**src/rtl/mem_resp_pkg.sv**
```systemverilog
// Shared types and constants for the memory responder.
//   state_t          : responder FSM states
//   IO_ADDR_DEFAULT  : default address of the memory-mapped I/O word
//   OOR_RDATA        : data returned for an out-of-range read
package mem_resp_pkg;

    typedef enum logic [1:0] {
        IDLE   = 2'd0,
        WAIT   = 2'd1,
        ACCESS = 2'd2,
        DONE   = 2'd3
    } state_t;

    localparam logic [15:0] IO_ADDR_DEFAULT = 16'hFFFF;
    localparam logic [15:0] OOR_RDATA       = 16'h0000;

endpackage

```
**src/rtl/mem_responder_ram_sp.sv**
```systemverilog
// Single-port synchronous RAM, 2^ADDR_W words of DATA_W bits.
//   i_clk   : clock
//   i_rst   : synchronous active-high reset; blocks any write in its cycle
//   i_we    : write enable
//   i_addr  : word address (read and write)
//   i_wdata : write data
//   o_rdata : registered read data, one cycle after i_addr is presented
// The array itself is never cleared.
module ram_sp #(
    parameter int ADDR_W = 8,
    parameter int DATA_W = 16
) (
    input  logic              i_clk,
    input  logic              i_rst,
    input  logic              i_we,
    input  logic [ADDR_W-1:0] i_addr,
    input  logic [DATA_W-1:0] i_wdata,
    output logic [DATA_W-1:0] o_rdata
);

    logic [DATA_W-1:0] r_mem [0:(1<<ADDR_W)-1];
    logic [DATA_W-1:0] r_rdata;

    always_ff @(posedge i_clk) begin
        if (i_we && !i_rst) begin
            r_mem[i_addr] <= i_wdata;
        end
        r_rdata <= r_mem[i_addr];
    end

    assign o_rdata = r_rdata;

endmodule

```
**src/rtl/mem_responder.sv**
```systemverilog
// Memory-side responder for the 16-bit CPU datapath. Services load/store
// requests from on-chip RAM and one memory-mapped I/O word, after a fixed
// number of wait states, and signals completion with a one-cycle Ready.
//   Clk      : system clock
//   Reset    : synchronous active-high reset
//   Req      : request strobe, held by the CPU until Ready
//   WE       : 1 = write, 0 = read (sampled with Req)
//   Addr     : word address (sampled with Req)
//   Wdata    : write data (sampled with Req)
//   Switches : switch word returned by reads of IO_ADDR
//   Rdata    : registered read data, valid with Ready and then held
//   Ready    : one-cycle completion pulse
//   Hex_Out  : hex display word, written by stores to IO_ADDR
//   Err      : sticky out-of-range access flag
module mem_responder
    import mem_resp_pkg::*;
#(
    parameter int          ADDR_W      = 8,
    parameter int          WAIT_STATES = 2,
    parameter logic [15:0] IO_ADDR     = IO_ADDR_DEFAULT
) (
    input  logic        Clk,
    input  logic        Reset,
    input  logic        Req,
    input  logic        WE,
    input  logic [15:0] Addr,
    input  logic [15:0] Wdata,
    input  logic [15:0] Switches,
    output logic [15:0] Rdata,
    output logic        Ready,
    output logic [15:0] Hex_Out,
    output logic        Err
);

    if (WAIT_STATES < 0 || WAIT_STATES > 15) begin : g_ws_range
        $error("mem_responder: WAIT_STATES must be within 0..15");
    end

    localparam logic [3:0] WS_L = WAIT_STATES[3:0];

    state_t      r_state;
    logic [3:0]  r_cnt;
    logic [15:0] r_addr;
    logic [15:0] r_wdata;
    logic        r_we;
    logic [15:0] r_rdata;
    logic        r_ready;
    logic [15:0] r_hex;
    logic        r_err;

    logic              w_is_io;
    logic              w_in_range;
    logic [ADDR_W-1:0] w_ram_addr;
    logic              w_ram_we;
    logic [15:0]       w_ram_rdata;

    assign w_is_io    = (r_addr == IO_ADDR);
    assign w_in_range = !w_is_io && ((r_addr >> ADDR_W) == 16'd0);

    // The RAM read is registered, so the address must be on the RAM port in
    // the cycle before ACCESS. With zero wait states that cycle is IDLE, when
    // the request has not been latched yet, hence the bypass to Addr.
    assign w_ram_addr = (r_state == IDLE) ? Addr[ADDR_W-1:0] : r_addr[ADDR_W-1:0];
    assign w_ram_we   = (r_state == ACCESS) && r_we && w_in_range;

    ram_sp #(
        .ADDR_W (ADDR_W),
        .DATA_W (16)
    ) u_ram (
        .i_clk   (Clk),
        .i_rst   (Reset),
        .i_we    (w_ram_we),
        .i_addr  (w_ram_addr),
        .i_wdata (r_wdata),
        .o_rdata (w_ram_rdata)
    );

    always_ff @(posedge Clk) begin
        if (Reset) begin
            r_state <= IDLE;
            r_cnt   <= 4'd0;
            r_addr  <= 16'd0;
            r_wdata <= 16'd0;
            r_we    <= 1'b0;
            r_rdata <= 16'd0;
            r_ready <= 1'b0;
            r_hex   <= 16'd0;
            r_err   <= 1'b0;
        end else begin
            r_ready <= 1'b0;
            case (r_state)
                IDLE: begin
                    if (Req) begin
                        r_addr  <= Addr;
                        r_we    <= WE;
                        r_wdata <= Wdata;
                        r_cnt   <= WS_L;
                        r_state <= (WS_L != 4'd0) ? WAIT : ACCESS;
                    end
                end
                WAIT: begin
                    r_cnt <= r_cnt - 4'd1;
                    if (r_cnt == 4'd1) begin
                        r_state <= ACCESS;
                    end
                end
                ACCESS: begin
                    if (!r_we) begin
                        if (w_is_io) begin
                            r_rdata <= Switches;
                        end else if (w_in_range) begin
                            r_rdata <= w_ram_rdata;
                        end else begin
                            r_rdata <= OOR_RDATA;
                        end
                    end else if (w_is_io) begin
                        r_hex <= r_wdata;
                    end
                    if (!w_is_io && !w_in_range) begin
                        r_err <= 1'b1;
                    end
                    // Registered so that Ready is high exactly during DONE.
                    r_ready <= 1'b1;
                    r_state <= DONE;
                end
                DONE: begin
                    r_state <= IDLE;
                end
                default: begin
                    r_state <= IDLE;
                end
            endcase
        end
    end

    assign Rdata   = r_rdata;
    assign Ready   = r_ready;
    assign Hex_Out = r_hex;
    assign Err     = r_err;

endmodule

```
**config.mk**
```make
export PLATFORM = sky130hd
export DESIGN_NAME = mem_responder
export DESIGN_NICKNAME = d
export VERILOG_FILES = /design/src/rtl/mem_resp_pkg.sv /design/src/rtl/mem_responder_ram_sp.sv /design/src/rtl/mem_responder.sv
export SDC_FILE = /design/constraint.sdc
export NUM_CORES = 2
export LEC_CHECK = 0
export CORE_MARGIN = 2
export CORE_UTILIZATION = 45
export DETAILED_ROUTE_END_ITERATION = 16
export SYNTH_ARGS = -nofsm -noshare
export SYNTH_HDL_FRONTEND = slang
export SYNTH_SLANG_ARGS = --single-unit
export TNS_END_PERCENT = 20
```
**constraint.sdc**
```tcl
create_clock -name Clk -period 13.5 [get_ports Clk]
set_input_delay 2.025 -clock Clk [delete_from_list [all_inputs] [get_ports Clk]]
set_output_delay 2.025 -clock Clk [all_outputs]
set_load 0.02 [all_outputs]
```
==> summary.txt <==
Run status
  – Status: complete, but fails checks
  – Failing checks: capacitance limit, slew limit

Setup path
  – Crit Reg-Reg Startpoint: r_state[0]$_SDFFE_PP0P_
  – Critical path fanouts, max: 108
  – Critical Path AT: 8410 ps
  – Slowest cell on crit path: o41ai_1
  – Critical path buffers and inverters: 5
  – Setup slack, reg-to-reg: between 6000 and 7000 ps
  – Crit path kind: in -> reg
  – R2R Path End: u_ram.o_rdata[7]$_DFF_P_
  – Crit path largest cell delay: just over 1000 ps
  – Req. time, crit path: 14330 ps
  – CP Capture Type: flop
  – CP Launch Type: primary input
  – Worst path cell trace: clkdlybuf4s50_1 -> mux2i_4 -> buf_12 -> buf_4 -> buf_12 -> buf_4 -> mux2i_1 -> o22ai_1 -> o41ai_1 -> a41oi_1 -> a2111o_1
  – R2r worst-path depth: 12
  – Crit-path leading delay family: buffers and inverters

Floorplan
  – Core area: about 350000 sq um
  – Die W: 600 um
  – Row count: between 200 and 250
  – Initial core utilization: 0.453
  – I/O pin cnt: 86
  – Die height: approximately 600 um
  – Die area: between 300000 and 400000 sq um

Synth
  – Fraction of registers with async set/reset: 0
  – Syn Area/Cell: 18.3 sq um
  – Sequential fraction of the synthesis area: 0.780
  – Largest cells by area after synthesis: edfxtp_1, mux2i_1, o22ai_1
  – Synthesis Warnings: 0
  – Cell Area, Synth: 160000 sq um
  – Number of synthesized flops with an enable pin: ~4100
  – Cells after Synth: 8730
  – Largest area contributor in the netlist: edfxtp_1
  – Net Count, Synth: 8787
  – Ys flop type: edfxtp_1
  – Post-synth top area share: 0.769
  – Number of synthesized register bits: 4185
  – Post-synth cell types: 41

Placed design
  – # port buffers: 85
  – Dpl hpwl: 254000 um
  – Placer congestion estimate: between 0.8 and 0.9
  – Placed Area: 169000 sq um
  – Worst slack, placed: 5080 ps

Power
  – Peak supply drop: 0.282 mV
  – Overall Power: 34.3 mW
  – Power per Cell Area: 189 nW/um^2
  – Total leakage power: between 60 and 70 nW

Cells and area
  – Final instance area: between 150000 and 200000 sq um
  – Sequential Area: 125000 sq um
  – Share of post-route cells with drive strength above 1: 0.126
  – FILL cells: 27900
  – Nets: 9175
  – Area growth, synth to finish: 13.6%
  – Footprint of the multi-input gates: 33500 sq um

Global routing
  – Largest net degree at the start of global routing: just under 200
  – Initial antenna violation count: 22
  – Total grt overflow: 0
  – Global-route wire length before repair: 630000 um
  – GRT Util Overall: 0.243
  – Vias in the first global route: 83500

Route
  – Vias: 86200
  – Mean routed wirelength per cell: 31.7 um
  – Antenna-violating nets left: 0
  – Post-route DRC violation count: 0
  – DR pass1 iterations: 6
  – DR vias/cell: roughly 6.1
  – 1st-iter DRT viols: 11200
  – Total Wirelength: 451000 um

Clock tree
  – CTS root buf: clkbuf_16
  – Post-CTS Resized: 0
  – Clk pin slew, worst setup/hold paths: about 60 ps
  – CTS buffer count: approximately 420
  – Skew-Pair Late Insertion Delay: 970 ps
  – Clock Sinks: 4185
  – Setup bufs post-CTS: 0
  – H-tree Lvls: 5
  – Cts hold-fix bufs: 0
  – TritonCTS clock tree: built
  – CTS Buffer Depth: 4

Timing
  – Max Fclk: 132 MHz
  – Final setup TNS: 0 ps
  – PnR worst setup slack: ~6000 ps
  – Slew HR: -0.0329
  – Worst-margin pin slew: 1530 ps
  – Final hold violations: 0
  – Post-route clock period utilization: 0.562
  – Worst hold slack: roughly 450 ps
  – RSZ-0062 raised after global routing: false
  – Count of final setup violators: 0
  – Fin. max-slew vios: 4
  – Clk_skew: 62.5 ps
  – Crit path time final: between 7000 and 8000 ps

Worst hold path
  – WHS Endpoint: Hex_Out[2]$_SDFFE_PP0P_
  – HP Class: reg -> reg
  – Hold Crit Start: Hex_Out[2]$_SDFFE_PP0P_
  – Hold Path Depth: 2

Flow run
  – # Max-Cap Violations: 3
-- layout by cell type (no fill, tap or decap), drive strengths merged, types with 4 or more instances in the layout --
master         instances
nand2                137
or2                    4
buf                  429
nor3b                  4
clkinv               199
o21ai                 16
diode                 11
nand3b                 4
a41oi                 48
a2111o                16
o41ai                256
clkdlybuf4s50         84
dfxtp                 89
nor2                 282
bufinv                28
nor4                   7
a211oi                16
ha                     5
clkbuf               516
a22oi                 18
o22ai               1024
a21oi                 52
mux2i               2052
nand3                  4
nand2b                 5
edfxtp              4096
inv                   15
nor3                   5
nand4                 20
clkinvlp              14
-- synth_stat cells (2+ instances only) --
library cell / n
nor4_1: 6
o21ai_1: 10
and2_1: 2
nor2_1: 282
or2_2: 4
edfxtp_1: 4096
nand2_1: 137
clkbuf_1: 178
buf_6: 24
mux2i_1: 2052
buf_4: 33
o21ai_0: 5
o22ai_1: 1024
mux2_2: 2
buf_1: 19
nand2b_1: 5
buf_2: 292
and3b_1: 3
inv_1: 5
dfxtp_1: 89
ha_1: 5
o21a_1: 2
nor3_1: 5
and3_1: 3
a22oi_1: 18
nor2b_1: 3
nand3b_1: 4
a211oi_1: 16
nand4_1: 20
nor3b_1: 4
o41ai_1: 256
a21oi_1: 52
nand3_1: 4
a2111o_1: 16
a41oi_1: 48
-- through the flow --
step / std cells / util
3_5_place_dp: 13400 / 0.477
4_1_cts: 14200 / 0.515
3_3_place_gp: 13400 / 0.477
2_1_floorplan: 8730 / -
5_1_grt: 14200 / 0.515
6_report: 14200 / 0.515
-- logic make-up after synthesis --
family / after synthesis / synth area share
flops: 4185 / 0.780
compound gates: 1452 / 0.0618
buf+inv: 551 / 0.0171
simple gates: 483 / 0.0124
mux: 2054 / 0.128
fa+ha+maj: 5 / 0.000391
-- how the worst max path moves through the flow --
| stage | depth (start not counted) | slack [ps] | startpoint | end |
|---|---|---|---|---|
| detailed placement | 11 | 5080 | Addr[0] | u_ram.o_rdata[7]$_DFF_P_ |
| CTS | 11 | 6120 | Addr[0] | u_ram.o_rdata[7]$_DFF_P_ |
| global route | 11 | 5940 | Addr[0] | u_ram.o_rdata[7]$_DFF_P_ |
| finish | 11 | 5910 | Addr[0] | u_ram.o_rdata[7]$_DFF_P_ |
| global placement | 10 | 4810 | Addr[0] | u_ram.o_rdata[1]$_DFF_P_ |
| floorplan | 9 | 8720 | Addr[0] | u_ram.r_mem[103][0]$_DFFE_PP_ |
-- layout make-up --
cell class	count	share of cell area
clock inverter	251	0.0116
tap	4730	0.0326
multi-input combinational	3994	0.184
antenna	11	0.000151
timing repair buffer	513	0.0241
sequential	4185	0.687
clock buffer	516	0.0606
inverter	5	0.000103
-- per-layer routing --
metal | track usage | wire length, um | vias up
met4 | 0.0707 | 13600 | 8
met1 | 0.349 | 188000 | 45000
met2 | 0.382 | 208000 | 4056
met5 | 0 | 71 | -
li1 | - | - | 36500
met3 | 0.0419 | 40200 | 684
-- registers in the layout (all words and copies together) (netlist names) --
signal	count
Rdata	16
Hex_Out	16
u_ram.r_mem	4096
r_state	2
r_wdata	16
u_ram.o_rdata	16
Ready	1
r_we	1
r_cnt	4
r_addr	16
Err	1
-- worst min-delay path, delay by kind of cell, from the launching register on --
family | cells | cell delay, ps
flip-flops | 1 | 300
AO/OA/AOI/OAI | 1 | 50
AND/OR/NAND/NOR | 1 | 50
-- power by group --
group          internal (mW)  switching [mW]
Sequential              14.8           0.263
Clock                   6.33            4.87
Combinational           2.68            5.37
(Power assumes the default switching activity.)
